==> src/rtl/pulse_param_loader.sv <==
// Parses HEADER-framed 20-byte parameter frames (8-bit payload sum checksum) and loads all outputs at once, one edge after the checksum byte.
// No backpressure: every rx_valid byte is consumed. Optional PARAM_SYNC_COMMIT_EN defers the load to the edge after cycle_start.
module pulse_param_loader #(
  parameter int unsigned TIMEOUT_CYCLES = 2000000,
  parameter logic [7:0]  HEADER         = 8'hA5
) (
  input  logic        clk_pll,
  input  logic        reset,
  input  logic [7:0]  rx_byte,
  input  logic        rx_valid,
  input  logic        cycle_start,
  output logic [7:0]  per,
  output logic [15:0] p1wid,
  output logic [15:0] del,
  output logic [15:0] p2wid,
  output logic [31:0] nut_w,
  output logic [31:0] nut_d,
  output logic        nut,
  output logic [7:0]  cp,
  output logic [7:0]  p_bl,
  output logic [15:0] p_bl_off,
  output logic        bl,
  output logic        pu,
  output logic        frame_ok,
  output logic        frame_err,
  output logic        committed,
  output logic        busy
);

  typedef struct packed {
    logic [7:0]  per;
    logic [15:0] p1wid;
    logic [15:0] del;
    logic [15:0] p2wid;
    logic [31:0] nut_w;
    logic [31:0] nut_d;
    logic [7:0]  cp;
    logic [7:0]  p_bl;
    logic [15:0] p_bl_off;
    logic        bl;
    logic        nut;
    logic        pu;
  } params_t;

  localparam params_t RESET_PARAMS = '{
    per: 8'd1, p1wid: 16'd30, del: 16'd200, p2wid: 16'd30,
    nut_w: 32'd50, nut_d: 32'd300, cp: 8'd3, p_bl: 8'd50,
    p_bl_off: 16'd100, bl: 1'b1, nut: 1'b1, pu: 1'b1
  };

  localparam int TW = $clog2(TIMEOUT_CYCLES + 1);
  localparam logic [TW-1:0] TMO_MAX  = TW'(TIMEOUT_CYCLES);
  localparam logic [TW-1:0] TMO_LAST = TW'(TIMEOUT_CYCLES - 1);

  typedef enum logic [1:0] {IDLE, PAYLOAD, CHECK} state_t;

  state_t         state_q, state_d;
  logic [4:0]     idx_q, idx_d;
  logic [7:0]     sum_q, sum_d;
  logic [159:0]   stage_q, stage_d;
  logic [TW-1:0]  tmo_q, tmo_d;
  params_t        out_q, out_d;
  logic           frame_ok_q, frame_ok_d;
  logic           frame_err_q, frame_err_d;
  logic           committed_q, committed_d;
  logic           accept;
  logic           timeout_hit;
  params_t        new_params;

`ifdef PARAM_SYNC_COMMIT_EN
  params_t        shadow_q, shadow_d;
  logic           pending_q, pending_d;
`else
  logic           unused_cycle_start;
  assign unused_cycle_start = cycle_start;
`endif

  // Staging buffer is a shift register, so byte 0 ends up in the MSBs; flag bits 7:3 are dropped.
  assign new_params = params_t'({stage_q[159:8], stage_q[2:0]});

  always_comb begin
    state_d     = state_q;
    idx_d       = idx_q;
    sum_d       = sum_q;
    stage_d     = stage_q;
    tmo_d       = tmo_q;
    out_d       = out_q;
    frame_ok_d  = 1'b0;
    frame_err_d = 1'b0;
    committed_d = 1'b0;
    accept      = 1'b0;
`ifdef PARAM_SYNC_COMMIT_EN
    shadow_d    = shadow_q;
    pending_d   = pending_q;
`endif

    if (state_q == IDLE || rx_valid) begin
      tmo_d = '0;
    end else if (tmo_q != TMO_MAX) begin
      tmo_d = tmo_q + 1'b1;
    end
    timeout_hit = (state_q != IDLE) && !rx_valid && (tmo_q == TMO_LAST);

    case (state_q)
      IDLE: begin
        if (rx_valid && rx_byte == HEADER) begin
          idx_d   = '0;
          sum_d   = '0;
          state_d = PAYLOAD;
        end
      end
      PAYLOAD: begin
        if (timeout_hit) begin
          frame_err_d = 1'b1;
          state_d     = IDLE;
        end else if (rx_valid) begin
          stage_d = {stage_q[151:0], rx_byte};
          sum_d   = sum_q + rx_byte;
          if (idx_q == 5'd19) begin
            state_d = CHECK;
          end else begin
            idx_d = idx_q + 5'd1;
          end
        end
      end
      CHECK: begin
        if (timeout_hit) begin
          frame_err_d = 1'b1;
          state_d     = IDLE;
        end else if (rx_valid) begin
          if (rx_byte == sum_q) begin
            accept     = 1'b1;
            frame_ok_d = 1'b1;
          end else begin
            frame_err_d = 1'b1;
          end
          state_d = IDLE;
        end
      end
      default: state_d = IDLE;
    endcase

`ifdef PARAM_SYNC_COMMIT_EN
    // The older pending frame commits first; a frame accepted in the same cycle takes its place.
    if (cycle_start && pending_q) begin
      out_d       = shadow_q;
      committed_d = 1'b1;
      pending_d   = 1'b0;
    end
    if (accept) begin
      shadow_d  = new_params;
      pending_d = 1'b1;
    end
`else
    if (accept) begin
      out_d       = new_params;
      committed_d = 1'b1;
    end
`endif
  end

  always_ff @(posedge clk_pll or posedge reset) begin
    if (reset) begin
      state_q     <= IDLE;
      idx_q       <= '0;
      sum_q       <= '0;
      stage_q     <= '0;
      tmo_q       <= '0;
      out_q       <= RESET_PARAMS;
      frame_ok_q  <= 1'b0;
      frame_err_q <= 1'b0;
      committed_q <= 1'b0;
`ifdef PARAM_SYNC_COMMIT_EN
      shadow_q    <= RESET_PARAMS;
      pending_q   <= 1'b0;
`endif
    end else begin
      state_q     <= state_d;
      idx_q       <= idx_d;
      sum_q       <= sum_d;
      stage_q     <= stage_d;
      tmo_q       <= tmo_d;
      out_q       <= out_d;
      frame_ok_q  <= frame_ok_d;
      frame_err_q <= frame_err_d;
      committed_q <= committed_d;
`ifdef PARAM_SYNC_COMMIT_EN
      shadow_q    <= shadow_d;
      pending_q   <= pending_d;
`endif
    end
  end

  assign per       = out_q.per;
  assign p1wid     = out_q.p1wid;
  assign del       = out_q.del;
  assign p2wid     = out_q.p2wid;
  assign nut_w     = out_q.nut_w;
  assign nut_d     = out_q.nut_d;
  assign cp        = out_q.cp;
  assign p_bl      = out_q.p_bl;
  assign p_bl_off  = out_q.p_bl_off;
  assign bl        = out_q.bl;
  assign nut       = out_q.nut;
  assign pu        = out_q.pu;
  assign frame_ok  = frame_ok_q;
  assign frame_err = frame_err_q;
  assign committed = committed_q;
  assign busy      = (state_q != IDLE);

endmodule

==> config.mk <==
export PLATFORM = sky130hd
export DESIGN_NAME = pulse_param_loader
export DESIGN_NICKNAME = d
export VERILOG_FILES = /design/src/rtl/pulse_param_loader.sv
export SDC_FILE = /design/constraint.sdc
export NUM_CORES = 1
export LEC_CHECK = 0
export BUFFER_PORTS_ARGS = -buffer_cell sky130_fd_sc_hd__buf_2
export CAP_MARGIN = 20
export CORE_MARGIN = 4
export CORE_UTILIZATION = 34
export DETAILED_ROUTE_END_ITERATION = 8
export PLACE_DENSITY = 0.6
export SLEW_MARGIN = 20
export SYNTH_ARGS = -nofsm -noshare
export SYNTH_HDL_FRONTEND = slang
export SYNTH_SLANG_ARGS = --single-unit
==> constraint.sdc <==
create_clock -name clk_pll -period 14 [get_ports clk_pll]
set_input_delay 2.1 -clock clk_pll [delete_from_list [all_inputs] [get_ports clk_pll]]
set_output_delay 2.1 -clock clk_pll [all_outputs]
set_load 0.005 [all_outputs]
==> flow_summary.json <==
{
  "drt_pre_antenna_iters": 4,
  "drt_iter0_markers": 280,
  "ant_nets": 0,
  "regArea_um2": 8870,
  "max_stage_delay_ps": 500,
  "ys_ff_latch": 353,
  "setup_viol": 0,
  "die_area_um2": 44300,
  "rows": 73,
  "slew_headroom_pct": 30.9,
  "routed-via-count": 7897,
  "drive_gt1_share_pct": 52.4,
  "core-area_um2": 40100,
  "power_frac_comb_pct": 15.2,
  "ios": 171,
  "hold_ws_ps": 490,
  "gr-usage-all-layers_pct": 12.4,
  "hold_viol_final": 0,
  "synthFlopType": "dfrtp_1",
  "clk_pin_slew_ps": 60,
  "multi_input_area_um2": 4840,
  "crit_chain": "buf_2 -> ha_1 -> nor4_1 -> nand3_1 -> inv_1 -> nand3_4 -> buf_4 -> mux2_2",
  "cts_tree": "done",
  "wl_per_cell_um": 16.7,
  "period_minus_slack_ps": 4070,
  "cts_made_buffers": 39,
  "internal-power_w": 0.00197,
  "post_cts.repair.setup_buffers": 0,
  "p_per_area_nw_per_um2": 162,
  "htreeDepth": 2,
  "numPlacedInstances": 1576,
  "drv_cap": 0,
  "rsz0062_at_grt": "no",
  "grt_overflow": 0,
  "die_x_um": 211,
  "hpwl_mm": 17.3,
  "root_buffer": "clkbuf_16",
  "switching_share_pct": 26.8,
  "netSwitchingPower_w": 0.000723,
  "initial_core_util_pct": 34.8,
  "syn-mean-instance-area_um2": 15.2,
  "status": "finished, final reports clean",
  "area_growth_syn_to_layout_pct": 18.8,
  "cts_buffer_depth": 3,
  "total_power_w": 0.00269,
  "hold_buffers": 0,
  "r2r_slack_ps": 11250,
  "crit_fanout": 72,
  "fin_worst_skew_ps": 21.6,
  "total_leakage_power_nw": 8.50,
  "cts_resized": 0,
  "synth_area_leaders": "dfrtp_1, mux2_2, dfstp_2",
  "yosys.cell_types.count": 55,
  "drv_slew": 0,
  "num-nets-final": 1118,
  "vias_per_cell": 4.79,
  "slowest_stage": "buf_4",
  "synth_top_area_cell": "dfrtp_1",
  "netlist_instances": 918,
  "tightest_slew_ps": 1040,
  "synth-edff-count": 0,
  "ys_warn_count": 0,
  "fin_crit_sh_pct": 29.1,
  "numClockSinks": 353,
  "max_freq_ghz": 0.246,
  "arrival_ps": 4490,
  "pwr-share-clk_pct": 36.1,
  "stdcell_count": 1647,
  "fillers": 3742,
  "diodes": 0,
  "gp_congestion": 0.771,
  "antenna_found_initial": 0,
  "timing.setup.tns_ps": 0,
  "syn-cell-area_um2": 13900,
  "synthArstFlopShare_pct": 100,
  "peakVddDrop_mv": 0.0983,
  "setup.worst_path.class": "in -> reg",
  "die_h_um": 211,
  "pwr-share-seq_pct": 48.7,
  "critPathLaunchType": "input port",
  "synth_nets": 944,
  "drc_errors": 0,
  "drt_wl_total_mm": 27.5,
  "clk_latency_ps": 540,
  "grt_max_degree": 172,
  "seq_area_frac_synth_pct": 63.6,
  "grt_pass1_wl_mm": 45.0,
  "portBuffers": 169,
  "cp.required_ps": 14420,
  "end_kind": "flip-flop",
  "hold_path.class": "reg -> reg",
  "grt_pass1_vias": 8090,
  "synth_top_area_share_pct": 58.0
}
routing by layer:
| layer | wire, um | global-route usage, % | vias up |
|---|---|---|---|
| li1 | - | - | 3613 |
| met1 | 12200 | 16.6 | 4105 |
| met2 | 13200 | 19.8 | 135 |
| met3 | 1350 | 3.18 | 44 |
| met4 | 695 | 4.25 | 0 |
| met5 | 0 | 0 | - |
logic make-up (layout without fill, tap and decap cells):
group / after synthesis / after routing / synth area share, %
xor gates and xnor gates: 20 / 20 / 1.26
adders and majority gates: 14 / 14 / 1.31
DFF: 353 / 353 / 63.6
and+or+nand+nor: 101 / 101 / 3.97
muxes: 317 / 317 / 25.6
AOI/OAI and AO/OA: 53 / 53 / 2.40
buffers and inverters: 60 / 264 / 1.87
final timing paths:
kind	cells past startpoint	to	startpoint
max	8	p_bl[6]$_DFFE_PP0P_	rx_byte[5]
min	2	stage_q[7]$_DFFE_PP0P_	stage_q[7]$_DFFE_PP0P_
max reg2reg	7	p_bl[6]$_DFFE_PP0P_	sum_q[5]$_DFFE_PP0P_
min reg2reg	2	stage_q[7]$_DFFE_PP0P_	stage_q[7]$_DFFE_PP0P_
max in group asynchronous	3	stage_q[21]$_DFFE_PP0P_	reset
min in group asynchronous	2	nut_d[26]$_DFFE_PP0P_	reset
cell usage after synthesis (13+ instances only):
cell type and n:
clkbuf_1 15, nor2_1 22, ha_1 13, buf_2 26, nand2_1 23, nand3_1 13
inv_1 18, dfrtp_1 323, o21ai_0 16, mux2_2 315, dfstp_2 30
critical path: cells and delay by family:
family / cells / cell delay [ps]
adders and majority gates: 1 / 370
buffers and inverters: 3 / 730
muxes: 1 / 420
and+or+nand+nor: 3 / 790
power by group through the flow:
stage / registers, W / clock network, W / logic, W
finish: 0.00131 / 0.000973 / 0.000408
global route: 0.00134 / 0.00105 / 0.000457
CTS: 0.00132 / 0.00101 / 0.000414
detailed placement: 0.00134 / 0 / 0.000412
global placement: 0.00133 / 0 / 0.000401
floorplan: 0.00128 / 0 / 0.000349
sequential cells by signal, summed over array words and instances, names as in the netlist, 16 cells and up:
register  count
stage_q     160
nut_d        32
nut_w        32
tmo_q        21
del          16
p1wid        16
p2wid        16
p_bl_off     16
per-stage QoR:
stage          util (%)  setup slack, ps  area (um^2)
2_1_floorplan         -             2160        13900
3_3_place_gp       38.3             9380        15300
3_5_place_dp       38.3             9370        15300
4_1_cts            41.3             9950        16600
5_1_grt            41.3             9760        16600
6_report           41.3             9930        16600
layout by cell type (no fill, tap or decap), types with 2 or more instances in the layout:
| master | instances |
|---|---|
| dfrtp_1 | 323 |
| mux2_2 | 315 |
| buf_2 | 169 |
| clkbuf_16 | 40 |
| dfstp_2 | 30 |
| nand2_1 | 22 |
| nor2_1 | 22 |
| inv_1 | 17 |
| o21ai_0 | 16 |
| ha_1 | 13 |
| clkbuf_1 | 13 |
| nand3_1 | 12 |
| xnor2_1 | 10 |
| xor2_1 | 10 |
| a21oi_1 | 9 |
| o31ai_1 | 7 |
| clkbuf_8 | 7 |
| clkinv_2 | 7 |
| nor3_1 | 5 |
| nand4_1 | 4 |
| or3_1 | 4 |
| buf_4 | 4 |
| nor4_1 | 3 |
| nand2b_1 | 3 |
| and3_1 | 3 |
| a21o_1 | 3 |
| or2_2 | 2 |
| mux2i_1 | 2 |
| and4_1 | 2 |
| nor2b_1 | 2 |
| a211oi_1 | 2 |
| o211ai_1 | 2 |
| o21ai_1 | 2 |
| a22o_1 | 2 |
| nor3b_1 | 2 |
cell type report:
type	instances	share of cell area, %
flip-flops and latches	353	53.5
clock inverters	11	0.461
clock buffers	60	6.92
well taps	525	3.96
repair buffers	175	5.47
multi-input cells	505	29.2
inverters	18	0.453
Note: power is estimated with default switching activity, not from simulation.
